### src/rtl/sc_frog_pointreg.sv
// Frog position register for the 8x8 crossing game: button-driven moves, hit/nest holds,
// lives and nest bookkeeping, and the per-row bitmap fed to the board comparator.
//
// state     | meaning
// ----------+------------------------------------------------------------
// PLAY      | frog movable by buttons; lose/nest flags are watched
// HIT       | collision: frog frozen at hit spot for HOLD_CYCLES cycles
// NESTED    | frog reached row 7 nest: frozen there for HOLD_CYCLES cycles
// GAMEOVER  | no lives left; bitmap blank until reset
module sc_frog_pointreg #(
    parameter int DATAWIDTH_BUS = 8,
    parameter int START_COL     = 3,
    parameter int LIVES         = 3,
    parameter int HOLD_CYCLES   = 50000000,
    parameter int HOLD_WIDTH    = 26
) (
    input  logic                     SC_FROGPOINT_CLOCK_50,
    input  logic                     SC_FROGPOINT_RESET_InLow,
    input  logic                     SC_FROGPOINT_Up_InLow,
    input  logic                     SC_FROGPOINT_Down_InLow,
    input  logic                     SC_FROGPOINT_Left_InLow,
    input  logic                     SC_FROGPOINT_Right_InLow,
    input  logic                     SC_FROGPOINT_Lose_InHigh,
    input  logic                     SC_FROGPOINT_Nest_InHigh,
    output logic [DATAWIDTH_BUS-1:0] SC_FROGPOINT_POINTREG_0,
    output logic [DATAWIDTH_BUS-1:0] SC_FROGPOINT_POINTREG_1,
    output logic [DATAWIDTH_BUS-1:0] SC_FROGPOINT_POINTREG_2,
    output logic [DATAWIDTH_BUS-1:0] SC_FROGPOINT_POINTREG_3,
    output logic [DATAWIDTH_BUS-1:0] SC_FROGPOINT_POINTREG_4,
    output logic [DATAWIDTH_BUS-1:0] SC_FROGPOINT_POINTREG_5,
    output logic [DATAWIDTH_BUS-1:0] SC_FROGPOINT_POINTREG_6,
    output logic [DATAWIDTH_BUS-1:0] SC_FROGPOINT_POINTREG_7,
    output logic [1:0]               SC_FROGPOINT_Lives_Out,
    output logic [3:0]               SC_FROGPOINT_NestCount_Out,
    output logic                     SC_FROGPOINT_GameOver_OutHigh
);

    localparam int CW = $clog2(DATAWIDTH_BUS);
    localparam logic [CW-1:0]         POS_MAX   = CW'(DATAWIDTH_BUS - 1);
    localparam logic [CW-1:0]         SPAWN_COL = CW'(START_COL);
    localparam logic [HOLD_WIDTH-1:0] HOLD_LAST = HOLD_WIDTH'(HOLD_CYCLES - 1);

    typedef enum logic [1:0] {ST_PLAY, ST_HIT, ST_NESTED, ST_GAMEOVER} state_t;

    state_t                state_q, state_d;
    logic [CW-1:0]         row_q, row_d, col_q, col_d;
    logic [1:0]            lives_q, lives_d;
    logic [3:0]            nest_q, nest_d;
    logic [HOLD_WIDTH-1:0] hold_q, hold_d;

    // button order: [0]=up [1]=down [2]=left [3]=right
    logic [3:0] btn_raw, btn_s1, btn_s2, btn_s3, press;
    logic       hold_done;

    assign btn_raw = {SC_FROGPOINT_Right_InLow, SC_FROGPOINT_Left_InLow,
                      SC_FROGPOINT_Down_InLow, SC_FROGPOINT_Up_InLow};
    assign press     = ~btn_s2 & btn_s3;
    assign hold_done = (hold_q == HOLD_LAST);

    always_ff @(posedge SC_FROGPOINT_CLOCK_50 or negedge SC_FROGPOINT_RESET_InLow) begin
        if (!SC_FROGPOINT_RESET_InLow) begin
            btn_s1  <= '1;
            btn_s2  <= '1;
            btn_s3  <= '1;
            state_q <= ST_PLAY;
            row_q   <= '0;
            col_q   <= SPAWN_COL;
            lives_q <= 2'(LIVES);
            nest_q  <= '0;
            hold_q  <= '0;
        end else begin
            btn_s1  <= btn_raw;
            btn_s2  <= btn_s1;
            btn_s3  <= btn_s2;
            state_q <= state_d;
            row_q   <= row_d;
            col_q   <= col_d;
            lives_q <= lives_d;
            nest_q  <= nest_d;
            hold_q  <= hold_d;
        end
    end

    always_comb begin
        state_d = state_q;
        row_d   = row_q;
        col_d   = col_q;
        lives_d = lives_q;
        nest_d  = nest_q;
        hold_d  = hold_q;
        case (state_q)
            ST_PLAY: begin
                if (SC_FROGPOINT_Lose_InHigh) begin
                    state_d = ST_HIT;
                    hold_d  = '0;
                    if (lives_q != 2'd0) lives_d = lives_q - 2'd1;
                end else if (SC_FROGPOINT_Nest_InHigh && row_q == POS_MAX) begin
                    state_d = ST_NESTED;
                    hold_d  = '0;
                    if (nest_q != 4'hF) nest_d = nest_q + 4'd1;
                end else if (press[0]) begin
                    if (row_q != POS_MAX) row_d = row_q + CW'(1);
                end else if (press[1]) begin
                    if (row_q != '0) row_d = row_q - CW'(1);
                end else if (press[2]) begin
                    if (col_q != POS_MAX) col_d = col_q + CW'(1);
                end else if (press[3]) begin
                    if (col_q != '0) col_d = col_q - CW'(1);
                end
            end
            ST_HIT: begin
                if (hold_done) begin
                    if (lives_q == 2'd0) begin
                        state_d = ST_GAMEOVER;
                    end else begin
                        state_d = ST_PLAY;
                        row_d   = '0;
                        col_d   = SPAWN_COL;
                    end
                end else begin
                    hold_d = hold_q + HOLD_WIDTH'(1);
                end
            end
            ST_NESTED: begin
                if (hold_done) begin
                    state_d = ST_PLAY;
                    row_d   = '0;
                    col_d   = SPAWN_COL;
                end else begin
                    hold_d = hold_q + HOLD_WIDTH'(1);
                end
            end
            ST_GAMEOVER: ;
            default: state_d = ST_PLAY;
        endcase
    end

    logic [DATAWIDTH_BUS-1:0] rows [DATAWIDTH_BUS];

    always_comb begin
        for (int r = 0; r < DATAWIDTH_BUS; r++) begin
            rows[r] = '0;
            if (state_q != ST_GAMEOVER && row_q == CW'(r))
                rows[r] = DATAWIDTH_BUS'(1) << col_q;
        end
    end

    assign SC_FROGPOINT_POINTREG_0       = rows[0];
    assign SC_FROGPOINT_POINTREG_1       = rows[1];
    assign SC_FROGPOINT_POINTREG_2       = rows[2];
    assign SC_FROGPOINT_POINTREG_3       = rows[3];
    assign SC_FROGPOINT_POINTREG_4       = rows[4];
    assign SC_FROGPOINT_POINTREG_5       = rows[5];
    assign SC_FROGPOINT_POINTREG_6       = rows[6];
    assign SC_FROGPOINT_POINTREG_7       = rows[7];
    assign SC_FROGPOINT_Lives_Out        = (state_q == ST_GAMEOVER) ? 2'd0 : lives_q;
    assign SC_FROGPOINT_NestCount_Out    = nest_q;
    assign SC_FROGPOINT_GameOver_OutHigh = (state_q == ST_GAMEOVER);

endmodule

### config.mk
export PLATFORM = sky130hd
export DESIGN_NAME = sc_frog_pointreg
export DESIGN_NICKNAME = d
export VERILOG_FILES = /design/src/rtl/sc_frog_pointreg.sv
export SDC_FILE = /design/constraint.sdc
export NUM_CORES = 1
export LEC_CHECK = 0
export CAP_MARGIN = 20
export CORE_AREA = 2 2 73 110
export CTS_CLUSTER_DIAMETER = 50
export CTS_CLUSTER_SIZE = 10
export DETAILED_ROUTE_END_ITERATION = 16
export DIE_AREA = 0 0 75 112
export DONT_BUFFER_PORTS = 1
export SKIP_LAST_GASP = 1
export SLEW_MARGIN = 10
export SYNTH_ARGS = -nofsm -noshare
export SYNTH_HDL_FRONTEND = slang
export SYNTH_SLANG_ARGS = --single-unit
### constraint.sdc
create_clock -name SC_FROGPOINT_CLOCK_50 -period 3.1 [get_ports SC_FROGPOINT_CLOCK_50]
set_input_delay 0.93 -clock SC_FROGPOINT_CLOCK_50 [delete_from_list [all_inputs] [get_ports SC_FROGPOINT_CLOCK_50]]
set_output_delay 0.93 -clock SC_FROGPOINT_CLOCK_50 [all_outputs]
set_load 0.01 [all_outputs]
Word-level counts from Yosys, hierarchy flattened

Cells that the tools add are included.
W data, S select, Z words.

Flip-flop bits (word level): 52
Input bits: 8
Word-level logic and storage cells: 115

Add/sub/neg operators: 7
Equality and inequality tests: 30
Shift operators: 1
Mux-type cells: 41
Bitwise operators: 3
Reduce and logical (&&, ||, !) cells: 24

Operators by type and width:

| kind                    | count |
|---|---|
| $mux W26                | 3 |
| $mux W8                 | 8 |
| $mux W3                 | 20 |
| $pmux W26 S2            | 1 |
| $ne A3 B3 Y1 const B    | 9 |
| $add A26 B1 Y26 const B | 1 |
| $eq A26 B26 Y1 const B  | 1 |
| $ne A2 B2 Y1 const B    | 9 |
| $pmux W3 S3             | 2 |
| $eq A3 B3 Y1 const B    | 4 |
| $mux W2                 | 6 |
| $reduce_and A11 Y1      | 1 |
| $logic_and A1 B1 Y1     | 9 |
| $reduce_and A9 Y1       | 1 |
| $reduce_bool A3 Y1      | 3 |
| $reduce_and A4 Y1       | 2 |
| $shl A1 B3 Y8 const A   | 1 |
| $add A3 B1 Y3 const B   | 2 |
| $eq A3 B2 Y1 const B    | 2 |
| $pmux W2 S3             | 1 |
| $reduce_and A3 Y1       | 2 |
| $sub A3 B1 Y3 const B   | 2 |
| $add A4 B1 Y4 const B   | 1 |
| $and A4 B4 Y4           | 1 |
| other kinds (11)        | 14 |

Longest topological paths before layout

Gate-level depths: netlist (run 1).

Depth after elaboration: 9
Gate-level depth with buffers: 9

Worst setup path after synthesis (run 1)

No wires, ideal clock.

Path type: input to register
Start point: input port SC_FROGPOINT_Nest_InHigh
End point: register hold_q[25]
Setup time: 0.078 ns
Arrival: 2.244 ns
Required time: 3.022 ns
Slack: 0.778 ns
Cell stages on the path: 5
Cell sequence: a21oi_1 -> a21o_1 -> or4_1 -> or3_1 -> a21oi_1

Longest elaborated chain between the ends: 3

RTL lines:

| item                        | line | text |
|---|---|---|
| start: declaration          | 24   | `input logic SC_FROGPOINT_Nest_InHigh,` |
| $logic_and A1 B1 Y1         | 97   | `end else if (SC_FROGPOINT_Nest_InHigh && row_q == POS_MAX) begin` |
| $ne A3 B3 Y1 (no line)      | n/a  |  |
| $reduce_and A3 Y1 (no line) | n/a  |  |
| end signal: assignment      | 80   | `hold_q <= hold_d;` |
| end: declaration            | 49   | `logic [HOLD_WIDTH-1:0] hold_q, hold_d;` |

No other way between the ends.
A chain may end at the register's enable or synchronous reset.

Final worst setup path (run 1)

Start point: register state_q[0]
End point: output port SC_FROGPOINT_POINTREG_0[7]

Longest elaborated chain between the ends: 3

RTL lines:

| item                     | line | text |
|---|---|---|
| start: declaration       | 45   | `state_t state_q, state_d;` |
| start signal: assignment | 75   | `state_q <= state_d;` |
| $ne A2 B2 Y1             | 143  | `if (state_q != ST_GAMEOVER && row_q == CW'(r))` |
| $logic_and A1 B1 Y1      | 143  |  |
| $mux W8                  | 143  |  |
| end: declaration         | 25   | `output logic [DATAWIDTH_BUS-1:0] SC_FROGPOINT_POINTREG_0,` |

No other way between the ends.

==> flow_metrics.tcl, run 1 <==
set metrics [dict create \
    grt_usage 0.193 \
    nNetsFinal 389 \
    clock_sinks 52 \
    vias_per_cell 5.89 \
    grt-ovfl-total 0 \
    rsz0062_at_grt "no" \
    yosys.area_share.simple 0.315 \
    core-area_um2 7470 \
    fin_setup_tns_ns 0 \
    crit_arrival_ns 1.83 \
    hp-class "input port to asynchronous set/reset pin" \
    ys_seq_area_frac 0.406 \
    antenna_found_initial 0 \
    crit_type "flip-flop to primary output" \
    postCtsResizedCells 0 \
    max_freq_mhz 363 \
    drt_first_iter_violations 154 \
    postCtsHoldBufs 0 \
    yosys.area_share.xor_xnor 0.0188 \
    cp_common_cell "nor2_1" \
    clk_latency_ns 0.30 \
    pwr_density_cell_nw_per_um2 369 \
    peakVddDrop_uv 256 \
    root_buffer "clkbuf_16" \
    clockBufferDepth 2 \
    cp_num_buf_inv 0 \
    ys_seq_elements 52 \
    antenna_left 0 \
    total_power_uw 1290 \
    p_leak_uw 0.00128 \
    crit_chain "ha_1, nor2_1, nand2_1, nor2_1" \
    synthArstFlopShare 1.00 \
    finalCriticalPeriod_ns 2.76 \
    drt-pass1-iter-count 4 \
    endpoint_kind "primary output" \
    critPathMaxFanout 9 \
    start_util 0.436 \
    setup_viol 0 \
    worst_setup_path_start_kind "flip-flop" \
    relSlewSlack 0.687 \
    hpwlAfterDp_mm 5.83 \
    num_vias 2763 \
    yosysWarnings 0 \
    numPortBuffers 0 \
    cts_made_buffers 5 \
    finalCritPeriodShare 0.890 \
    crit_family "simple AND/OR/NAND/NOR gates" \
    routed_wl_mm 7.75 \
    gp_congestion 0.772 \
    die_area_um2 8400 \
    muxShareOfSynthArea 0.0242 \
    fin_util 0.468 \
    cap_viol_max_count 0 \
    cpPeakStageDelay_ns 0.42 \
    grt_pass1_wl_mm 12.4 \
    clk_pin_slew_ns 0.08 \
    die-width_um 75 \
    syn_avg_cell_area_um2 8.82 \
    antennaDiodeCount 0 \
    rows 39 \
    dp.cells 461 \
    hold_viol 0 \
    post_cts_buffers 0 \
    grt_pass1_vias 2544 \
    postSynthCellCount 369 \
    cp_slowest_cell "dfrtp_1" \
    cts_tree "done" \
    synth_edf_count 0 \
    fp.dieH_um 112 \
    drv_slew 0 \
    status "completed" \
    instances_no_fill 469 \
    synth.distinct_cells 52 \
    worstMarginPinSlew_ns 0.466 \
    wire_per_inst_um 16.5 \
    cp.required_ns 2.17 \
    synth_top_family_by_area "simple AND/OR/NAND/NOR gates" \
    synthFlopType "dfrtp_1" \
    synth.cell_area_um2 3260 \
    synth-compound-area-share 0.134 \
    worst_clock_skew_ns 0.00796 \
    area_growth_pct 7.34 \
    drive_gt1_frac 0.142 \
    synthAdderAreaFrac 0.0600 \
    htreeDepth 2 \
    syn-num-nets 392 \
    grt_max_degree 53 \
    ioPinCount 79 \
    drc 0 \
]
## sequential cells by signal, summed over array words and instances (netlist names)
name	cells
btn_s2	4
SC_FROGPOINT_NestCount_Out	4
btn_s3	4
btn_s1	4
hold_q	26
row_q	3
lives_q	2
state_q	2
col_q	3
## metrics by stage
step / hold WS, ns / setup slack, ns / area [µm²]
floorplan: 0.345 / 0.778 / 3260
global placement: 0.346 / 0.617 / 3340
finish: 0.318 / 0.342 / 3490
global route: 0.302 / 0.175 / 3490
CTS: 0.311 / 0.330 / 3490
detailed placement: 0.347 / 0.567 / 3340
## Yosys cell counts, types with 3 or more instances
cell | n | share of area
nor4_4 | 3 | 0.020
nand3_1 | 17 | 0.026
mux2i_1 | 3 | 0.0092
ha_1 | 14 | 0.054
nor2_1 | 79 | 0.091
nand3b_1 | 4 | 0.0092
mux2_2 | 3 | 0.010
nand2_1 | 22 | 0.025
a31oi_1 | 3 | 0.0058
nand4_1 | 8 | 0.015
clkbuf_1 | 12 | 0.014
xnor2_1 | 5 | 0.013
or4_1 | 13 | 0.030
o31ai_1 | 13 | 0.030
dfrtp_1 | 36 | 0.28
or3_1 | 10 | 0.019
buf_6 | 3 | 0.010
a21oi_1 | 22 | 0.034
or2_2 | 3 | 0.0058
nand2b_1 | 7 | 0.013
dfstp_2 | 16 | 0.13
o21ai_0 | 15 | 0.023
inv_1 | 16 | 0.018
## layout make-up
class	instances	area (µm²)
Clock buffer	5	125
Clock inverter	3	27.5
Inverter	16	60.1
Timing Repair Buffer	5	37.5
Fill cell	707	3970
Sequential cell	52	1320
Tap cell	102	128
Multi-Input combinational cell	286	1800
## metal layers
metal  track usage  up-vias  share of wire  wire length [µm]
li1              -     1305              -                 -
met1         0.201     1355           0.38              2970
met2         0.364       92           0.55              4240
met3        0.0299       11          0.047               366
met4        0.0762        0          0.022               174
met5             0        -              0                 0
## final timing paths
path,cells past startpoint,end,slack (ns),start
worst min-delay path,0,SC_FROGPOINT_NestCount_Out[1],0.32,SC_FROGPOINT_RESET_InLow
worst min register to register,0,btn_s2[1],0.36,btn_s1[1]
max in group asynchronous,0,lives_q[0],2.58,SC_FROGPOINT_RESET_InLow
worst max register to register,7,hold_q[23],0.60,row_q[0]
min in group SC_FROGPOINT_CLOCK_50,0,btn_s2[1],0.36,btn_s1[1]
worst max-delay path,4,SC_FROGPOINT_POINTREG_0[7],0.34,state_q[0]
## logic make-up (layout without fill, tap and decap cells)
family,after synthesis,after routing
AOI/OAI and AO/OA,68,68
buffers and inverters,31,29
muxes,7,7
adders and majority gates,15,15
and+or+nand+nor,189,189
xor gates and xnor gates,7,7
DFF,52,52
## where the power goes
group / switching (µW) / internal, µW
Combinational: 8.99 / 8.11
Clock: 268 / 307
Sequential: 4.43 / 695
## layout by cell type, fill, tap and decap left out, types with 3 or more instances in the layout
cell type,Yosys,layout
or3_1,10,10
o21ai_0,15,15
clkbuf_16,0,5
nor2_1,79,79
or4_1,13,13
nand2_1,22,22
ha_1,14,14
a31oi_1,3,3
or2_2,3,3
inv_1,16,16
nand4_1,8,8
nor4_4,3,3
dfstp_2,16,16
mux2_2,3,3
a21oi_1,22,22
nand2b_1,7,7
mux2i_1,3,3
xnor2_1,5,5
buf_4,0,5
nand3_1,17,17
dfrtp_1,36,36
o31ai_1,13,13
nand3b_1,4,4
Power figures use the tool's default switching activity.
==> inputs of run 2 (changes only) <==
SLEW_MARGIN = 20   (was 10)
==> results of run 2 <==
No change in the layout: final DEF, timing and power equal those of run 1.
